`src/rtl/imem_ctrl_pkg.sv`:
```
// imem_ctrl_pkg: shared constants and FSM state type for the instruction
// memory sequencing controller.
// Optional feature macro: IMEM_CHECKSUM_EN adds the CHECK state.
package imem_ctrl_pkg;

   localparam int unsigned DEPTH          = 32;
   localparam int unsigned AW             = 5;
   localparam int unsigned BYTES_PER_WORD = 4;

`ifdef IMEM_CHECKSUM_EN
   typedef enum logic [2:0] {
      ST_IDLE, ST_LOAD, ST_SETUP, ST_STROBE, ST_DSETUP, ST_DSTROBE, ST_CHECK
   } state_t;
`else
   typedef enum logic [2:0] {
      ST_IDLE, ST_LOAD, ST_SETUP, ST_STROBE, ST_DSETUP, ST_DSTROBE
   } state_t;
`endif

endpackage

```
`src/rtl/imem_ctrl_byte_packer.sv`:
```
// byte_packer: assembles a little-endian 32-bit word from a byte stream.
// Ports:
//   clk, rst_n       clock, async active-low reset
//   i_clear          synchronous clear of lane counter and word (load start)
//   i_push           a byte is accepted this cycle
//   i_byte           byte value
//   o_word_c         word including this cycle's byte (combinational)
//   o_word_valid_c   this push completes a word (combinational)
module byte_packer
   import imem_ctrl_pkg::*;
(
   input  logic        clk,
   input  logic        rst_n,
   input  logic        i_clear,
   input  logic        i_push,
   input  logic [7:0]  i_byte,
   output logic [31:0] o_word_c,
   output logic        o_word_valid_c
);

   localparam int unsigned LW = $clog2(BYTES_PER_WORD);

   logic [LW-1:0] r_bcnt;
   logic [31:0]   r_word;
   logic [31:0]   w_word_nxt;

   // Merge the incoming byte into its lane so the completed word is usable
   // in the same cycle as the last byte.
   always_comb begin
      w_word_nxt = r_word;
      if (i_push) w_word_nxt[{r_bcnt, 3'b000} +: 8] = i_byte;
   end

   assign o_word_c       = w_word_nxt;
   assign o_word_valid_c = i_push && (r_bcnt == LW'(BYTES_PER_WORD - 1));

   // Lane counter wraps naturally after the last lane.
   always_ff @(posedge clk or negedge rst_n) begin
      if (!rst_n) begin
         r_bcnt <= '0;
         r_word <= '0;
      end else if (i_clear) begin
         r_bcnt <= '0;
         r_word <= '0;
      end else if (i_push) begin
         r_bcnt <= r_bcnt + LW'(1);
         r_word <= w_word_nxt;
      end
   end

endmodule

```
`src/rtl/imem_ctrl.sv`:
```
// imem_ctrl: sequencing controller for the 32-word instruction memory.
// Loads a program from a byte stream after start, services debug writes,
// and passes the fetch PC through while idle.
// Ports:
//   clk, rst_n                 clock, async active-low reset
//   i_start, i_len             load request and word count (clamped to DEPTH)
//   i_byte_valid/data, o_byte_ready   loader byte stream
//   i_fetch_pc, o_fetch_stall  CPU fetch side
//   i_dbg_wr_req/add/data, o_dbg_wr_ack   debug write port
//   o_mem_pc/add/data/write    memory ports (o_mem_pc is combinational in IDLE)
//   o_busy, o_done, o_load_err status
// Optional feature macro: IMEM_CHECKSUM_EN (trailer checksum after a load).
module imem_ctrl
   import imem_ctrl_pkg::*;
(
   input  logic          clk,
   input  logic          rst_n,
   input  logic          i_start,
   input  logic [AW:0]   i_len,
   input  logic          i_byte_valid,
   input  logic [7:0]    i_byte_data,
   output logic          o_byte_ready,
   input  logic [31:0]   i_fetch_pc,
   output logic          o_fetch_stall,
   input  logic          i_dbg_wr_req,
   input  logic [31:0]   i_dbg_add,
   input  logic [31:0]   i_dbg_data,
   output logic          o_dbg_wr_ack,
   output logic [31:0]   o_mem_pc,
   output logic [31:0]   o_mem_add,
   output logic [31:0]   o_mem_data,
   output logic          o_mem_write,
   output logic          o_busy,
   output logic          o_done,
   output logic          o_load_err
);

   state_t        r_state, w_state_nxt;
   logic [AW-1:0] r_wcnt, w_wcnt_nxt;
   logic [AW:0]   r_len, w_len_nxt, w_len_clamp, w_wcnt_inc;
   logic [31:0]   r_mem_add, w_mem_add_nxt;
   logic [31:0]   r_mem_data, w_mem_data_nxt;
   logic          r_mem_write, w_mem_write_nxt;
   logic          r_byte_ready, w_byte_ready_nxt;
   logic          r_ack, w_ack_nxt;
   logic          r_done, w_done_nxt;
   logic          r_busy;
   logic [31:0]   r_pc;
   logic          w_start_ok;
   logic          w_push;
   logic [31:0]   w_word;
   logic          w_word_valid;
`ifdef IMEM_CHECKSUM_EN
   logic [31:0]   r_sum, w_sum_nxt;
   logic          r_load_err, w_err_nxt;
`endif

   assign w_push      = i_byte_valid && r_byte_ready;
   assign w_len_clamp = (i_len > (AW+1)'(DEPTH)) ? (AW+1)'(DEPTH) : i_len;
   assign w_wcnt_inc  = (AW+1)'(r_wcnt) + (AW+1)'(1);

   byte_packer u_packer (
      .clk            (clk),
      .rst_n          (rst_n),
      .i_clear        (w_start_ok),
      .i_push         (w_push),
      .i_byte         (i_byte_data),
      .o_word_c       (w_word),
      .o_word_valid_c (w_word_valid)
   );

   // Next-state and next-output logic; registered outputs follow the next state.
   always_comb begin
      w_state_nxt      = r_state;
      w_wcnt_nxt       = r_wcnt;
      w_len_nxt        = r_len;
      w_mem_add_nxt    = r_mem_add;
      w_mem_data_nxt   = r_mem_data;
      w_mem_write_nxt  = 1'b0;
      w_ack_nxt        = 1'b0;
      w_done_nxt       = 1'b0;
      w_start_ok       = 1'b0;
      w_byte_ready_nxt = 1'b0;
`ifdef IMEM_CHECKSUM_EN
      w_sum_nxt        = r_sum;
      w_err_nxt        = r_load_err;
`endif
      case (r_state)
         ST_IDLE: begin
            if (i_start) begin
               w_start_ok = 1'b1;
               w_wcnt_nxt = '0;
               w_len_nxt  = w_len_clamp;
`ifdef IMEM_CHECKSUM_EN
               w_sum_nxt  = '0;
               w_err_nxt  = 1'b0;
`endif
               if (w_len_clamp == '0) w_done_nxt  = 1'b1;
               else                   w_state_nxt = ST_LOAD;
            end else if (i_dbg_wr_req) begin
               w_state_nxt    = ST_DSETUP;
               w_mem_add_nxt  = i_dbg_add;
               w_mem_data_nxt = i_dbg_data;
            end
         end
         ST_LOAD: begin
            if (w_word_valid) begin
               w_state_nxt    = ST_SETUP;
               w_mem_add_nxt  = 32'(r_wcnt);
               w_mem_data_nxt = w_word;
            end
         end
         ST_SETUP: begin
            w_state_nxt     = ST_STROBE;
            w_mem_write_nxt = 1'b1;
         end
         ST_STROBE: begin
            w_wcnt_nxt = r_wcnt + AW'(1);
`ifdef IMEM_CHECKSUM_EN
            w_sum_nxt  = r_sum + r_mem_data;
`endif
            if (w_wcnt_inc == r_len) begin
`ifdef IMEM_CHECKSUM_EN
               w_state_nxt = ST_CHECK;
`else
               w_state_nxt = ST_IDLE;
               w_done_nxt  = 1'b1;
`endif
            end else begin
               w_state_nxt = ST_LOAD;
            end
         end
         ST_DSETUP: begin
            // Out-of-range debug writes are acknowledged but never strobed.
            w_state_nxt     = ST_DSTROBE;
            w_mem_write_nxt = (r_mem_add < 32'(DEPTH));
            w_ack_nxt       = 1'b1;
         end
         ST_DSTROBE: begin
            w_state_nxt = ST_IDLE;
         end
`ifdef IMEM_CHECKSUM_EN
         ST_CHECK: begin
            if (w_word_valid) begin
               w_state_nxt = ST_IDLE;
               w_done_nxt  = 1'b1;
               w_err_nxt   = (w_word != r_sum);
            end
         end
`endif
         default: w_state_nxt = ST_IDLE;
      endcase
`ifdef IMEM_CHECKSUM_EN
      w_byte_ready_nxt = (w_state_nxt == ST_LOAD) || (w_state_nxt == ST_CHECK);
`else
      w_byte_ready_nxt = (w_state_nxt == ST_LOAD);
`endif
   end

   // State and output registers.
   always_ff @(posedge clk or negedge rst_n) begin
      if (!rst_n) begin
         r_state      <= ST_IDLE;
         r_wcnt       <= '0;
         r_len        <= '0;
         r_mem_add    <= '0;
         r_mem_data   <= '0;
         r_mem_write  <= 1'b0;
         r_byte_ready <= 1'b0;
         r_ack        <= 1'b0;
         r_done       <= 1'b0;
         r_busy       <= 1'b0;
         r_pc         <= '0;
      end else begin
         r_state      <= w_state_nxt;
         r_wcnt       <= w_wcnt_nxt;
         r_len        <= w_len_nxt;
         r_mem_add    <= w_mem_add_nxt;
         r_mem_data   <= w_mem_data_nxt;
         r_mem_write  <= w_mem_write_nxt;
         r_byte_ready <= w_byte_ready_nxt;
         r_ack        <= w_ack_nxt;
         r_done       <= w_done_nxt;
         r_busy       <= (w_state_nxt != ST_IDLE);
         // Remember the last idle PC so the memory sees a frozen PC while stalled.
         if (r_state == ST_IDLE) r_pc <= i_fetch_pc;
      end
   end

`ifdef IMEM_CHECKSUM_EN
   always_ff @(posedge clk or negedge rst_n) begin
      if (!rst_n) begin
         r_sum      <= '0;
         r_load_err <= 1'b0;
      end else begin
         r_sum      <= w_sum_nxt;
         r_load_err <= w_err_nxt;
      end
   end
   assign o_load_err = r_load_err;
`else
   assign o_load_err = 1'b0;
`endif

   assign o_byte_ready  = r_byte_ready;
   assign o_fetch_stall = r_busy;
   assign o_busy        = r_busy;
   assign o_dbg_wr_ack  = r_ack;
   assign o_done        = r_done;
   assign o_mem_add     = r_mem_add;
   assign o_mem_data    = r_mem_data;
   assign o_mem_write   = r_mem_write;
   assign o_mem_pc      = (r_state == ST_IDLE) ? i_fetch_pc : r_pc;

endmodule
```
`config.mk`:
```
export PLATFORM = sky130hd
export DESIGN_NAME = imem_ctrl
export DESIGN_NICKNAME = d
export VERILOG_FILES = /design/src/rtl/imem_ctrl_pkg.sv /design/src/rtl/imem_ctrl_byte_packer.sv /design/src/rtl/imem_ctrl.sv
export SDC_FILE = /design/constraint.sdc
export NUM_CORES = 1
export LEC_CHECK = 0
export BUFFER_PORTS_ARGS = -buffer_cell sky130_fd_sc_hd__buf_2
export CORE_ASPECT_RATIO = 0.75
export CORE_UTILIZATION = 55
export DETAILED_ROUTE_END_ITERATION = 10
export HOLD_SLACK_MARGIN = 0.08
export PLACE_DENSITY = 0.86
export SYNTH_ARGS = -nofsm -noshare
export SYNTH_HDL_FRONTEND = slang
export SYNTH_HIERARCHICAL = 1
export SYNTH_SLANG_ARGS = --single-unit
```
`constraint.sdc`:
```
create_clock -name clk -period 5.2 [get_ports clk]
set_clock_uncertainty 0.1 [all_clocks]
set_input_delay 0.78 -clock clk [delete_from_list [all_inputs] [get_ports clk]]
set_output_delay 0.78 -clock clk [all_outputs]
set_load 0.005 [all_outputs]
```
* Word-level counts from Yosys, hierarchy flattened
Index checks and enable logic that the tools add are counted. W data, S select, Z words.
Storage, ports and cells: bits in registers 149, output and inout bits 103
Operators by class: shift-type cells 2, order comparisons 2, add/subtract/negate cells 4, reduce and logical (&&, ||, !) cells 11, multiplexer cells 32, eq/ne operators 11
Operator list (count):
- $mux W32 | 10
- $pmux W32 S2 | 2
- $bwmux W32 | 1
- $lt A32 B6 Y1 const B | 1
- $shift A8 B7 Y32 const A | 1
- $shiftx A8 B7 Y32 | 1
- $pmux W3 S5 | 1
- $mux W3 | 4
- $pmux W5 S2 | 1
- $mux W1 | 7
- $neg A5 Y7 | 1
- $add A5 B1 Y6 const B | 1
- $eq A3 B1 Y1 const B | 2
- $eq A3 B2 Y1 const B | 2
- $eq A6 B6 Y1 | 1
- $gt A6 B6 Y1 const B | 1
- $logic_not A6 Y1 | 1
- $mux W6 | 1
- $ne A2 B2 Y1 const B | 3
- $reduce_bool A2 Y1 | 3
- $add A5 B1 Y5 const B | 1
- $mux W5 | 1
- $mux W2 | 2
- $pmux W1 S2 | 2
- 9 further kinds | 11

* Longest topological paths before layout
depth in word-level cells 7, gate-level depth with buffers 10, depth with buffers taken out 8

* By module
The synthesis kept the hierarchy.
By module, submodules not included:
- imem_ctrl | cells each 469, instances 1, area an instance 5057.4 µm²
- byte_packer | cells each 156, instances 1, area an instance 1655.3 µm²

* Least setup slack after synthesis
No wires, ideal clock.
kind input -> register, start in i_byte_valid, end reg r_mem_data[10], in the netlist o_mem_data[10], path slack 2812 ps, arrival 2156 ps, path buffers 3, data required time 4968 ps, cell stages on the path 8, library setup time 132 ps, path through and2_1 -> buf_4 -> nand2_1 -> inv_1 -> a22oi_1 -> buf_2 -> clkbuf_1 -> o21ai_1
On the way: word-level cells in the longest chain between the ends 4, elaborated cells between the ends (all ways) 7, classes of those cells eq/ne: 1; mux: 3; reduce/logical: 3
Ends and longest elaborated chain:
- from (decl) | RTL line imem_ctrl.sv:20 | input logic i_byte_valid,
- $logic_and A1 B1 Y1 | RTL line imem_ctrl.sv:58 | assign w_push = i_byte_valid && r_byte_ready;
- $logic_and A1 B1 Y1 | RTL line imem_ctrl_byte_packer.sv:35 | assign o_word_valid_c = i_push && (r_bcnt == LW'(BYTES_PER_WORD - 1));
- net w_word_valid | RTL line imem_ctrl.sv:52 | logic w_word_valid;
- $ne A2 B1 Y1 (no source line)
- $reduce_and A4 Y1 (no source line)
- to (signal assigned) | RTL line imem_ctrl.sv:179 | r_mem_data <= w_mem_data_nxt;
- to (decl) | RTL line imem_ctrl.sv:42 | logic [31:0] r_mem_data, w_mem_data_nxt;
The timed path passes the listed nets, and every way through them passes these cells. The select of a mux whose other input is x is not followed. A chain may end at the register's enable or synchronous reset.

* Worst setup path in the final report
start reg r_state[2], end reg r_wcnt[2]
On the way: word-level cells in the longest chain between the ends 3, elaborated cells between the ends (all ways) 6, classes of those cells eq/ne: 2; mux: 1; reduce/logical: 3
Ends and longest elaborated chain:
- from (decl) | RTL line imem_ctrl.sv:38 | state_t r_state, w_state_nxt;
- from (signal assigned) | RTL line imem_ctrl.sv:175 | r_state <= w_state_nxt;
- $eq A3 B2 Y1 / $logic_not A3 Y1 (equally long branches) | RTL line imem_ctrl.sv:88 | case (r_state)
- $reduce_bool A2 Y1 (no source line) / $ne A2 B2 Y1 (equally long branches)
- $reduce_and A2 Y1 (no source line)
- to (signal assigned) | RTL line imem_ctrl.sv:176 | r_wcnt <= w_wcnt_nxt;
- to (decl) | RTL line imem_ctrl.sv:39 | logic [AW-1:0] r_wcnt, w_wcnt_nxt;
Parallel ways exist; a longest one is shown, timed or not.

==> impl_metrics.tcl <==
set metrics [dict create \
    status "complete, no violations" \
    dp_hpwl_mm 11.5 \
    core_region_area_sq_mm 0.0117 \
    wirelength_mm 16.3 \
    drive_above_1_share_pct 35.4 \
    cp_data_required_time_ns 5.38 \
    io_pins 218 \
    cts_num_sinks 149 \
    path_max_fanout 37 \
    syn_nets 746 \
    relSlewSlack_pct 20.5 \
    yosysWarnings 6 \
    clk_path_buf_depth 2 \
    seqPwrFrac_pct 36.6 \
    power_w 0.00501 \
    cts_post_setup_buffers_inserted 0 \
    slew_viol_final 0 \
    final_nets 945 \
    antenna_found_initial 1 \
    drt-initial-drc-count 343 \
    slowest_delay_ns 1.01 \
    syn_area_sq_mm 0.00671 \
    first_pass_iters 4 \
    wire_per_inst_microns 16.3 \
    switching_share_pct 34.9 \
    die_h_microns 97.7 \
    fp.dieW_microns 130 \
    drtAntennaViolNets 0 \
    area_growth_syn_to_layout_pct 26.2 \
    num_vias 5397 \
    io_buffers 216 \
    leakage_nw 4.52 \
    dpl_worst_slack_ns 1.90 \
    synth-seq-area-share_pct 55.5 \
    dp_cells 967 \
    htreeDepth 4 \
    fin_crit_sh_pct 58.2 \
    p_switching_w 0.00175 \
    hold_buffers 0 \
    rows 34 \
    worst_slack_ns 2.17 \
    cts_resized 0 \
    clock_latency_ns 0.41 \
    power_density_mw_per_mm2 592 \
    timing.setup.tns_ns 0 \
    grt_usage_pct 26.7 \
    setup.worst_path.class "reg -> reg" \
    cts_made_buffers 17 \
    rsz0062_at_grt "false" \
    fillers 874 \
    grt_overflow 0 \
    cp_data_arrival_time_ns 3.21 \
    layout_min_cycle_time_ns 3.03 \
    tightestPinTransition_ns 1.19 \
    irDropWorstVdd_uv 414 \
    clkSlewWorstSetupHoldPaths_ns 0.07 \
    clockRootBuffer "clkbuf_16" \
    hold_ws_ns 0.369 \
    ys_ff_latch 149 \
    viasPerCell 5.40 \
    max_freq_ghz 0.331 \
    syn_area_per_cell_sq_um 10.7 \
    syn_inst 625 \
    setup_viol 0 \
    p_comb_share_pct 36.5 \
    cts_tree "yes" \
    initial_core_util_pct 57.2 \
    min_path_type "in -> async" \
    hold_viol 0 \
    fp.dieArea_sq_mm 0.0127 \
    clkPwrFrac_pct 26.8 \
    grt_pass1_vias 5472 \
    maxCapViolCount 0 \
    drcViolationCount 0 \
    critical_path.cell_chain "nor2_1 > nand3_1 > inv_1 > nor2_1 > o21ai_0 > o21ai_0" \
    cp-start-kind "flip-flop" \
    grt_max_degree 105 \
    gp_congestion 0.859 \
    p_int_w 0.00326 \
    fin_cells 1000 \
    grt_pass1_wl_mm 26.2 \
    endpoint_kind "flip-flop" \
    worst_path_max_delay_cell "inv_1" \
    synth_cell_types 49 \
]
-- worst paths after layout --
| kind | from | depth (start not counted) | slack (ns) | endpoint |
|---|---|---|---|---|
| min reg2reg | o_mem_data[7]$_DFFE_PN0P_ | 2 | 0.38 | o_mem_data[7]$_DFFE_PN0P_ |
| max reg2reg | r_state[2]$_DFF_PN0_ | 6 | 2.17 | r_wcnt[2]$_DFFE_PN0P_ |
| min in group clk | o_mem_data[7]$_DFFE_PN0P_ | 2 | 0.38 | o_mem_data[7]$_DFFE_PN0P_ |
| min | rst_n | 1 | 0.37 | o_mem_add[25]$_DFFE_PN0P_ |
| max | r_state[2]$_DFF_PN0_ | 6 | 2.17 | r_wcnt[2]$_DFFE_PN0P_ |
| max in group asynchronous | rst_n | 2 | 3.50 | r_pc[25]$_DFF_PN0_ |
-- power groups by stage --
stage	combinational (W)	sequential (W)	clock [W]
2_1_floorplan	0.00121	0.00180	0
3_5_place_dp	0.00183	0.00185	0
5_1_grt	0.00203	0.00188	0.00141
4_1_cts	0.00184	0.00184	0.00137
3_3_place_gp	0.00174	0.00183	0
6_report	0.00183	0.00184	0.00135
-- Yosys cell counts, drive strengths merged --
| library cell | n | share of area (%) |
|---|---|---|
| or2 | 2 | 0.19 |
| nand2b | 7 | 0.65 |
| xnor2 | 2 | 0.26 |
| nor2b | 11 | 1.0 |
| nand2 | 108 | 6.0 |
| a21o | 1 | 0.11 |
| mux2 | 32 | 5.4 |
| nor3b | 4 | 0.60 |
| and2 | 5 | 0.47 |
| nand4 | 2 | 0.19 |
| clkbuf | 13 | 0.73 |
| nand3b | 1 | 0.11 |
| dfrtp | 149 | 56 |
| a21oi | 4 | 0.30 |
| o21a | 2 | 0.22 |
| nor4 | 7 | 0.65 |
| and4b | 1 | 0.15 |
| o21ai | 78 | 5.8 |
| o21bai | 1 | 0.11 |
| a211oi | 1 | 0.11 |
| ha | 6 | 1.1 |
| and2b | 8 | 0.89 |
| o221ai | 1 | 0.13 |
| nor2 | 27 | 1.5 |
| a22o | 9 | 1.2 |
| conb | 1 | 0.056 |
| mux2i | 38 | 5.7 |
| a32oi | 18 | 2.3 |
| buf | 27 | 2.8 |
| nor3 | 7 | 0.84 |
| a32o | 6 | 0.89 |
| and3 | 8 | 0.75 |
| a22oi | 1 | 0.11 |
| or4 | 1 | 0.17 |
| and4bb | 1 | 0.19 |
| nand3 | 4 | 0.37 |
| and3b | 1 | 0.13 |
| xor2 | 3 | 0.39 |
| o31ai | 4 | 0.52 |
| inv | 23 | 1.3 |
-- worst max-delay path: cells and delay by family (launching register included) --
family / cells / cell delay, ns
DFF: 1 / 0.51
AOI/OAI and AO/OA: 2 / 0.39
and+or+nand+nor: 3 / 0.87
buffers and inverters: 1 / 1.01
-- cell usage in the layout, fill, tap and decap left out, types with 11 or more instances in the layout --
cell / n
clkbuf_16: 17
dfrtp_1: 149
nor2_1: 27
mux2i_1: 38
mux2_2: 32
nor2b_1: 11
o21ai_0: 55
o21ai_1: 23
nand2_1: 108
buf_2: 215
a32oi_1: 18
inv_1: 22
-- cell families after synthesis --
family / share of synthesized area, %
adder cells (fa/ha/maj): 1.12
AO/OA/AOI/OAI: 11.9
other: 0.0559
flip-flops: 55.5
AND/OR/NAND/NOR: 14.9
XOR/XNOR: 0.652
multiplexers: 11.0
buffers and inverters: 4.83
-- registers in the layout (all words and copies together) (netlist names), 2 cells and up --
register / count
o_mem_data: 32
r_len: 6
u_packer/r_word: 32
r_state: 3
o_mem_add: 32
r_wcnt: 5
u_packer/r_bcnt: 2
r_pc: 32
-- layout make-up --
class / instances / area (sq um) / area share [%]
Antenna cell: 1 / 2.50 / 0.0295
Clock buffer: 18 / 439 / 5.18
Clock inverter: 14 / 211 / 2.50
Inverter: 23 / 86.3 / 1.02
Multi-Input combinational cell: 413 / 2670 / 31.5
Sequential cell: 149 / 3730 / 44.0
Tap cell: 162 / 203 / 2.39
Timing Repair Buffer: 220 / 1130 / 13.3
-- through the flow --
| stage | area [sq um] | utilization [%] |
|---|---|---|
| 2_1_floorplan | 6710 | - |
| 3_3_place_gp | 7820 | 66.6 |
| 3_5_place_dp | 7820 | 66.6 |
| 4_1_cts | 8470 | 72.1 |
| 5_1_grt | 8470 | 72.1 |
| 6_report | 8470 | 72.2 |
-- layer usage --
metal | global-route usage [%] | part of all wire, %
met1 | 35.5 | 43
met2 | 42.4 | 48
met3 | 5.84 | 6.4
met4 | 10.6 | 2.3
met5 | 0 | 0
Note: power is estimated with default switching activity, not from simulation.
